===== config.mk =====
export PLATFORM = sky130hd
export DESIGN_NAME = reset_sequencer
export DESIGN_NICKNAME = d
export VERILOG_FILES = /design/src/rtl/reset_seq_pkg.sv /design/src/rtl/reset_sequencer_seq_timer.sv /design/src/rtl/reset_sequencer.sv
export SDC_FILE = /design/constraint.sdc
export NUM_CORES = 1
export LEC_CHECK = 0
export ABC_AREA = 1
export CAP_MARGIN = 25
export CORE_MARGIN = 2
export CORE_UTILIZATION = 49
export CTS_CLUSTER_DIAMETER = 120
export CTS_CLUSTER_SIZE = 8
export DETAILED_ROUTE_END_ITERATION = 16
export DONT_BUFFER_PORTS = 1
export SLEW_MARGIN = 20
export SYNTH_ARGS = -nofsm -noshare
export SYNTH_HDL_FRONTEND = slang
export SYNTH_SLANG_ARGS = --single-unit

===== constraint.sdc =====
create_clock -name clk -period 2.25 [get_ports clk]
set_input_delay 0.45 -clock clk [delete_from_list [all_inputs] [get_ports clk]]
set_output_delay 0.45 -clock clk [all_outputs]
set_load 0.02 [all_outputs]

===== src/rtl/reset_seq_pkg.sv =====
// Shared state encoding, default timing parameters and helpers for the reset sequencer.
package reset_seq_pkg;

  typedef enum logic [2:0] {
    StPllRst,
    StWaitLock,
    StStable,
    StRelSram,
    StRelUsb,
    StRelEth,
    StRun,
    StFault
  } seq_state_e;

  localparam int unsigned DefPllRstCyc  = 8;
  localparam int unsigned DefLockTimeout = 65535;
  localparam int unsigned DefStableCyc  = 1024;
  localparam int unsigned DefGapCyc     = 16;
  localparam int unsigned DefMaxRetry   = 3;

  function automatic int unsigned max_u(input int unsigned a, input int unsigned b);
    return (a > b) ? a : b;
  endfunction

  // Next state of the release chain once a gap expires.
  function automatic seq_state_e next_rel(input seq_state_e s);
    case (s)
      StRelSram: return StRelUsb;
      StRelUsb:  return StRelEth;
      StRelEth:  return StRun;
      default:   return s;
    endcase
  endfunction

endpackage


===== src/rtl/reset_sequencer_seq_timer.sv =====
// Loadable saturating down-counter with a zero flag, shared by every wait phase.
module seq_timer #(
  parameter int unsigned Width  = 8,
  parameter logic [Width-1:0] RstVal = '0
) (
  input  logic             clk,
  input  logic             reset_n,
  input  logic             i_load,
  input  logic [Width-1:0] i_load_val,
  output logic             o_zero
);

  logic [Width-1:0] r_count;

  always_ff @(posedge clk) begin
    if (!reset_n) begin
      r_count <= RstVal;
    end else if (i_load) begin
      r_count <= i_load_val;
    end else if (r_count != '0) begin
      r_count <= r_count - 1'b1;
    end
  end

  assign o_zero = (r_count == '0);

endmodule


===== src/rtl/reset_sequencer.sv =====
// Power-up reset sequencer: PLL reset, lock qualification, then staged sram/usb/eth release.
module reset_sequencer
  import reset_seq_pkg::*;
#(
  parameter int unsigned PLL_RST_CYC  = DefPllRstCyc,
  parameter int unsigned LOCK_TIMEOUT = DefLockTimeout,
  parameter int unsigned STABLE_CYC   = DefStableCyc,
  parameter int unsigned GAP_CYC      = DefGapCyc,
  parameter int unsigned MAX_RETRY    = DefMaxRetry
) (
  input  logic       clk,
  input  logic       reset_n,
  input  logic       pll_locked,
  input  logic       soft_rst_req,
  input  logic       fault_clr,
  output logic       pll_areset,
  output logic       sram_rst_n,
  output logic       usb_rst_n,
  output logic       eth_rst_n,
  output logic       seq_done,
  output logic       seq_fault,
  output logic [1:0] retry_cnt
);

  localparam int unsigned MaxCyc =
    max_u(max_u(PLL_RST_CYC, LOCK_TIMEOUT), max_u(STABLE_CYC, GAP_CYC));
  localparam int unsigned CntW = $clog2(MaxCyc + 1);

  typedef logic [CntW-1:0] cnt_t;

  // Timer holds "cycles remaining after this one", so each phase loads its length minus one.
  localparam cnt_t LdPllRst = cnt_t'(PLL_RST_CYC - 1);
  localparam cnt_t LdLock   = cnt_t'(LOCK_TIMEOUT - 1);
  localparam cnt_t LdStable = cnt_t'(STABLE_CYC - 1);
  localparam cnt_t LdGap    = cnt_t'(GAP_CYC - 1);

  seq_state_e r_state, w_state_d;
  logic [1:0] r_retry;
  logic       r_pll_areset, r_sram, r_usb, r_eth, r_done, r_fault;
  logic       w_tmr_zero, w_tmr_load, w_retry_last;
  cnt_t       w_tmr_val;

  assign w_retry_last = ((32'(r_retry) + 32'd1) == MAX_RETRY);

  always_comb begin
    w_state_d = r_state;
    case (r_state)
      StPllRst: begin
        if (w_tmr_zero) w_state_d = StWaitLock;
      end
      StWaitLock: begin
        if (pll_locked)      w_state_d = StStable;
        else if (w_tmr_zero) w_state_d = w_retry_last ? StFault : StPllRst;
      end
      StStable: begin
        if (!pll_locked)     w_state_d = StWaitLock;
        else if (w_tmr_zero) w_state_d = StRelSram;
      end
      StRelSram, StRelUsb, StRelEth, StRun: begin
        // Lock loss outranks a soft request.
        if (!pll_locked)                         w_state_d = StPllRst;
        else if (soft_rst_req)                   w_state_d = StStable;
        else if (w_tmr_zero && r_state != StRun) w_state_d = next_rel(r_state);
      end
      StFault: begin
        if (fault_clr) w_state_d = StPllRst;
      end
      default: w_state_d = StPllRst;
    endcase
  end

  // Every state change reloads the timer with the length of the state being entered.
  always_comb begin
    w_tmr_load = (w_state_d != r_state);
    case (w_state_d)
      StPllRst:                      w_tmr_val = LdPllRst;
      StWaitLock:                    w_tmr_val = LdLock;
      StStable:                      w_tmr_val = LdStable;
      StRelSram, StRelUsb, StRelEth: w_tmr_val = LdGap;
      default:                       w_tmr_val = '0;
    endcase
  end

  seq_timer #(
    .Width  (CntW),
    .RstVal (LdPllRst)
  ) u_timer (
    .clk        (clk),
    .reset_n    (reset_n),
    .i_load     (w_tmr_load),
    .i_load_val (w_tmr_val),
    .o_zero     (w_tmr_zero)
  );

  always_ff @(posedge clk) begin
    if (!reset_n) begin
      r_state      <= StPllRst;
      r_retry      <= '0;
      r_pll_areset <= 1'b1;
      r_sram       <= 1'b0;
      r_usb        <= 1'b0;
      r_eth        <= 1'b0;
      r_done       <= 1'b0;
      r_fault      <= 1'b0;
    end else begin
      r_state <= w_state_d;
      if (r_state == StWaitLock && w_state_d == StPllRst) begin
        if (r_retry != 2'b11) r_retry <= r_retry + 2'd1;
      end else if ((w_state_d == StRun && r_state != StRun) ||
                   (r_state == StFault && w_state_d == StPllRst)) begin
        r_retry <= '0;
      end
      r_pll_areset <= (w_state_d == StPllRst) || (w_state_d == StFault);
      r_sram       <= (w_state_d == StRelSram) || (w_state_d == StRelUsb) ||
                      (w_state_d == StRelEth)  || (w_state_d == StRun);
      r_usb        <= (w_state_d == StRelUsb) || (w_state_d == StRelEth) ||
                      (w_state_d == StRun);
      r_eth        <= (w_state_d == StRelEth) || (w_state_d == StRun);
      r_done       <= (w_state_d == StRun);
      r_fault      <= (w_state_d == StFault);
    end
  end

  assign pll_areset = r_pll_areset;
  assign sram_rst_n = r_sram;
  assign usb_rst_n  = r_usb;
  assign eth_rst_n  = r_eth;
  assign seq_done   = r_done;
  assign seq_fault  = r_fault;
  assign retry_cnt  = r_retry;

endmodule


==> flow_summary.ini, run 1 <==
[status]
status = complete, no violations

[worst_setup_path]
r2r-end = u_timer.r_count[0]
critPathKind = reg2reg
end_kind = flip-flop
reg2reg_depth = 18
rr_startpoint = u_timer.r_count[1]
worstPathCellList = inv_2 -> ha_2 -> nand2_1 -> nor2_4 -> nand3b_1 -> nand2_1 -> inv_2 -> nor2_2 -> nand2_2 -> nand2_4 -> o21ai_4 -> nor2_4 -> buf_12 -> nand2_4 -> nand2_1 -> inv_1 -> nand2_1 -> nand2_1
r2r_setup_slack_ns = 0.14
cp.arrival_ns = 2.38
crit_path_frequent_cell = nand2_1
start_kind = flip-flop
crit_slowest_cell = dfxtp_2
required_ns = 2.52
path_max_fanout = 12
timing.critical_path.buf_inv = 4
cp_top_family = simple AND/OR/NAND/NOR gates
slowest_delay_ns = 0.36

[timing]
setup_tns_ns = 0
fmax_mhz = 474
relSlewSlack = 0.670
rsz0062_at_grt = yes
fin_crit_ns = 2.11
hold-worst-slack_ns = 0.156
hold_viol = 0
final-max-slew-violation-count = 0
finalSetupViolCount = 0
min_period_over_period = 0.938
tightest_slew_ns = 0.490
skew_ns = 0.00955

[yosys]
synth_seq_cells = 27
yosysSeqAreaShare = 0.309
syn_nets = 269
synth_area_leader_cell = dfxtp_1
synth_area_per_cell_sq_um = 6.74
synth_area_leaders = dfxtp_1, nand2_1, inv_1
syn-cell-area_sq_um = 1750
syn_inst = 260
synth.distinct_cells = 30
ys_warn_count = 0
synth_top_cell_area_share = 0.309

[global_route]
gr-total-overflow = 0
grt_pass1_vias = 1503
grt_max_degree = 17
grt_pass1_wl_um = 6720
antenna_found_initial = 0
grt_usage = 0.211

[hold_path]
min_path_type = in2reg
holdPathStages = 1
min-delay-start = reset_n
whs_endpoint = u_timer.r_count[1]

[placed_design]
dp_hpwl_um = 2980
place.port_buffers = 0
gp_congestion = 0.995
place_area_sq_um = 1880

[cts]
clk_latency_ns = 0.34
h-tree-depth = 1
cts.sinks = 27
clk_pin_slew_worst_paths_ns = 0.16
postCtsHoldBufs = 0
ctsLongestPathBuffers = 2
cts_root_buffer = clkbuf_4
cts_buffers = 3
cts_tree = built

[power]
seqPwrFrac = 0.507
irDropWorstVdd_uv = 221
power.leakage_uw = 0.00102
comb_power_share = 0.278
swShare = 0.341
internal_power_uw = 700
p_sw_uw = 362
pwr_density_cell_nw_per_um2 = 526
p_clk_frac = 0.216

[die]
dieArea_sq_um = 4070
rows = 21
initial_utilization = 0.517
core_area_sq_um = 3390
dieWidth_um = 63.8
pin_count = 13
dieHeight_um = 63.8

[routing]
avgRoutedWirePerCell_um = 12.1
drc = 0
routed_wl_um = 3870
num_vias = 1590
drt_iter0_drc = 103
vias_per_cell = 4.95
top_layer = met4
wl_met3_um = 120
antenna_left = 0
firstDrtPassIters = 4
wl_met1_um = 1670
met2_wirelength_um = 1990

[cells_and_area]
nets = 285
stdcell_area_sq_um = 2020
drive_gt1_frac = 0.265
utilization = 0.595
area_growth_pct = 15.2
antennaDiodeCount = 0

[run]
drv_cap = 0
## logic make-up (layout without fill, tap and decap cells)
kind of cell	Yosys count	count (layout)	synth area share
and+or+nand+nor	154	154	0.417
DFF	27	27	0.309
AOI/OAI and AO/OA	24	24	0.0850
xor gates and xnor gates	14	14	0.0700
adders and majority gates	4	4	0.0286
buffers and inverters	37	52	0.0907
## per-stage QoR
stage / instances / worst slack (ns) / power, uW
floorplan: 260 / 0.296 / 755
global placement: 314 / 0.120 / 819
detailed placement: 314 / 0.113 / 816
CTS: 318 / 0.0769 / 1040
global route: 321 / -0.0231 / 1140
finish: 321 / 0.139 / 1060
## worst reg2reg max path, cell delays in order (launching register included)
cell and delay [ns]:
dfxtp_2 0.36, inv_2 0.06, ha_2 0.17, nand2_1 0.08, nor2_4 0.15, nand3b_1 0.09
nand2_1 0.08, inv_2 0.05, nor2_2 0.13, nand2_2 0.09, nand2_4 0.12, o21ai_4 0.09
nor2_4 0.17, buf_12 0.15, nand2_4 0.07, nand2_1 0.07, inv_1 0.03, nand2_1 0.05
nand2_1 0.04
## sequential cells by signal, indices dropped and copies added (netlist names)
| name | cells |
|---|---|
| pll_areset | 1 |
| seq_fault | 1 |
| retry_cnt | 2 |
| eth_rst_n | 1 |
| seq_done | 1 |
| u_timer.r_count | 16 |
| usb_rst_n | 1 |
| sram_rst_n | 1 |
| r_state | 3 |
## area by class of cell
cell class              instances  area (sq um)
flip-flops and latches         27           552
clock inverters                 1          7.51
multi-input cells             196          1120
clock buffers                   3          22.5
inverters                      32           123
repair buffers                 16           136
well taps                      46          57.6
fillers                       343          1370
## what timing repair did
| action | in CTS | in global routing |
|---|---|---|
| setup endpoints to repair | 0 | 18 |
| gates resized for setup | 0 | 30 |
| buffers inserted | 0 | 3 |
## power by group through the flow
stage	Combinational, uW	Clock, uW	Sequential, uW
2_1_floorplan	215	0	540
3_3_place_gp	276	0	543
3_5_place_dp	273	0	543
4_1_cts	274	237	533
5_1_grt	339	255	542
6_report	295	229	538
## how the worst max path moves through the flow
stage	end	startpoint	slack [ns]	depth (start not counted)
3_5_place_dp	u_timer.r_count[5]	u_timer.r_count[1]	0.11	16
3_3_place_gp	u_timer.r_count[7]	u_timer.r_count[1]	0.12	16
2_1_floorplan	u_timer.r_count[0]	u_timer.r_count[0]	0.30	16
5_1_grt	u_timer.r_count[0]	u_timer.r_count[1]	-0.02	18
4_1_cts	u_timer.r_count[5]	u_timer.r_count[1]	0.08	16
6_report	u_timer.r_count[0]	u_timer.r_count[1]	0.14	18
## synthesized netlist by cell type (all sizes together)
cell type   n
nand4       4
a21boi      1
xor2        6
nor2       37
ha          4
o21ai      11
nor3        4
inv        32
nand3      18
xnor2       8
nand2      88
dfxtp      27
clkbuf      1
nand3b      2
buf         4
nor4        1
a21oi      12
## routing by layer
metal / GRT usage / up-vias
met3: 0.0246 / 10
met1: 0.263 / 704
met5: 0 / -
li1: - / 842
met2: 0.359 / 34
met4: 0.103 / 0
## cell usage in the layout (no fill, tap or decap), drive strengths merged, types with 2 or more instances in the layout
cell / count
nand2: 88
nor2: 37
inv: 32
dfxtp: 27
nand3: 18
buf: 16
a21oi: 12
o21ai: 11
xnor2: 8
xor2: 6
nand4: 4
nor3: 4
ha: 4
clkbuf: 3
nand3b: 2
Note: power is estimated with default switching activity, not from simulation.
==> inputs of run 2 (changes only) <==
- SKIP_CTS_REPAIR_TIMING: unset -> 1
- SLEW_MARGIN: 20 -> 0
==> results of run 2 <==
The final DEF is identical to that of run 1; final timing and power are the same.
==> inputs of run 3 (changes only) <==
- clock period: 2.25 -> 2.5 ns (I/O delays scaled with it)
==> run 3 against run 2 <==
  * Via count fell by 3.4%
  * Non-clock buffer count fell by 8
  * Final cell count fell by 2.2%
  * Core utilization fell by 4.5 points
  * Routed wire length fell by 7.6%
==> flow_summary.ini, run 3 (synthesis results as in run 1) <==
[cells_and_area]
multiInputGateArea_sq_um = 1060
antennaDiodeCount = 0
layout_common_cells = nand2_1, inv_1, dfxtp_1, nor2_1, nand3_1
utilization = 0.551
final_common_cell = nand2_1
nets = 278
largest_register_ffs = 16
regMostFlops = u_timer.r_count
area_growth_pct = 6.57
ff_latch_area_sq_um = 541
fill_cells = 351
drive_gt1_frac = 0.160

[placed_design]
place.port_buffers = 0
gp_congestion = 0.910
dp_hpwl_um = 2800

[worst_setup_path]
slowest_delay_ns = 0.34
required_ns = 2.77
reg2reg_depth = 15
timing.critical_path.buf_inv = 2
crit_slowest_cell = dfxtp_1
cp_num_cells = 15
end_kind = flip-flop
start_kind = flip-flop
r2r-end = u_timer.r_count[0]
r2r_setup_slack_ns = 0.26
critPathKind = reg2reg
cp.arrival_ns = 2.51
cp_top_family = simple AND/OR/NAND/NOR gates
path_max_fanout = 6
crit_path_frequent_cell = nand2_1
worstPathCellList = inv_1 -> ha_1 -> nand2_1 -> nor2_4 -> nand2_4 -> nand2_1 -> nand3_2 -> nand4_1 -> nand3_2 -> nor2_2 -> nand2_4 -> nand2_1 -> inv_1 -> nand2_1 -> nand2_1
crit_path_end = u_timer.r_count[0]
rr_startpoint = u_timer.r_count[0]
cp-startpoint = u_timer.r_count[0]

[cts]
cts_tree = built
h-tree-depth = 1
clk_pin_slew_worst_paths_ns = 0.15
cts_root_buffer = clkbuf_4
cts_buffers = 3
cts.sinks = 27
ctsLongestPathBuffers = 2
clk_latency_ns = 0.34

[power]
pwr_density_cell_nw_per_um2 = 492
power.leakage_uw = 0.000960
internal_power_uw = 610
p_sw_uw = 308
p_clk_frac = 0.219
irDropWorstVdd_uv = 216
swShare = 0.336
comb_power_share = 0.258
seqPwrFrac = 0.523

[global_route]
grt_pass1_vias = 1522
grtUsageMet2 = 0.345
grt_max_degree = 17
grt_usage = 0.195
top_usage_layer = met2
use_met1 = 0.224
met3_usage = 0.0282
gr-total-overflow = 0
antenna_found_initial = 0
grt_pass1_wl_um = 6230

[die]
rows = 21
dieHeight_um = 63.8
dieWidth_um = 63.8
dieArea_sq_um = 4070
core_area_sq_um = 3390
pin_count = 13
initial_utilization = 0.517

[routing]
avgRoutedWirePerCell_um = 11.4
firstDrtPassIters = 4
vias_per_cell = 4.89
drt_iter0_drc = 60
num_vias = 1536
antenna_left = 0
drc = 0
routed_wl_um = 3580

[timing]
setup_tns_ns = 0
fmax_mhz = 446
hold_viol = 0
tightest_slew_ns = 0.441
min_period_over_period = 0.897
fin_crit_ns = 2.24
finalSetupViolCount = 0
relSlewSlack = 0.706
skew_ns = 0.00765
rsz0062_at_grt = no
final-max-slew-violation-count = 0

[hold_path]
holdPathStages = 1
min_path_type = in2reg

[status]
status = complete, no violations

[run]
drv_cap = 0
==> run 3: cell types whose count changed in the layout (fill, tap and decap cells not counted), moves of 2 or more <==
cell	before	now
nor2_2	7	9
dfxtp_2	9	0
a21oi_2	7	2
nor2_4	6	3
dfxtp_1	18	27
nor2_1	24	26
a21oi_1	5	10
nand2_2	6	4
buf_4	14	8
inv_1	27	29
nand2_1	77	80
==> run 3: worst reg2reg max path, cell delays in order (launching register included) <==
cell and delay (ns):
dfxtp_1 0.34, inv_1 0.13, ha_1 0.19, nand2_1 0.09
nor2_4 0.17, nand2_4 0.09, nand2_1 0.13, nand3_2 0.17
nand4_1 0.14, nand3_2 0.14, nor2_2 0.27, nand2_4 0.10
nand2_1 0.08, inv_1 0.04, nand2_1 0.05, nand2_1 0.04
==> run 3: final cells by class <==
cell class | instances | area share
clock inverter | 1 | 0.00402
clock buffer | 3 | 0.0121
multi-input combinational | 197 | 0.567
sequential | 27 | 0.290
timing repair buffer | 8 | 0.0322
inverter | 32 | 0.0643
tap | 46 | 0.0308
==> run 3: through the flow <==
step	std cells	cell area, sq um	hold WS [ns]	total power, uW	worst slack [ns]
after floorplan	260	1750	0.521	680	0.546
after global placement	307	1820	0.533	721	0.202
after detailed placement	307	1820	0.537	719	0.146
after CTS	311	1850	0.205	921	0.118
after global routing	314	1870	0.186	988	0.0171
final	314	1870	0.217	918	0.257
==> run 3: how the worst min path moves through the flow <==
stage / startpoint / endpoint / slack [ns]
2_1_floorplan: u_timer.r_count[0] / u_timer.r_count[0] / 0.52
3_3_place_gp: retry_cnt[0] / retry_cnt[0] / 0.53
3_5_place_dp: retry_cnt[0] / retry_cnt[0] / 0.54
4_1_cts: reset_n / u_timer.r_count[2] / 0.21
5_1_grt: reset_n / u_timer.r_count[2] / 0.19
6_report: reset_n / u_timer.r_count[2] / 0.22
==> run 3: power groups by stage <==
stage	Sequential [uW]	Clock, uW	Combinational [uW]
floorplan	486	0	193
global placement	491	0	231
detailed placement	490	0	228
CTS	481	211	230
global route	484	233	271
finish	480	201	237
==> run 3: metal layers <==
layer | up-vias | routed length (um)
li1 | 833 | -
met1 | 672 | 1580
met2 | 24 | 1780
met3 | 7 | 122
met4 | 0 | 97
met5 | - | 0
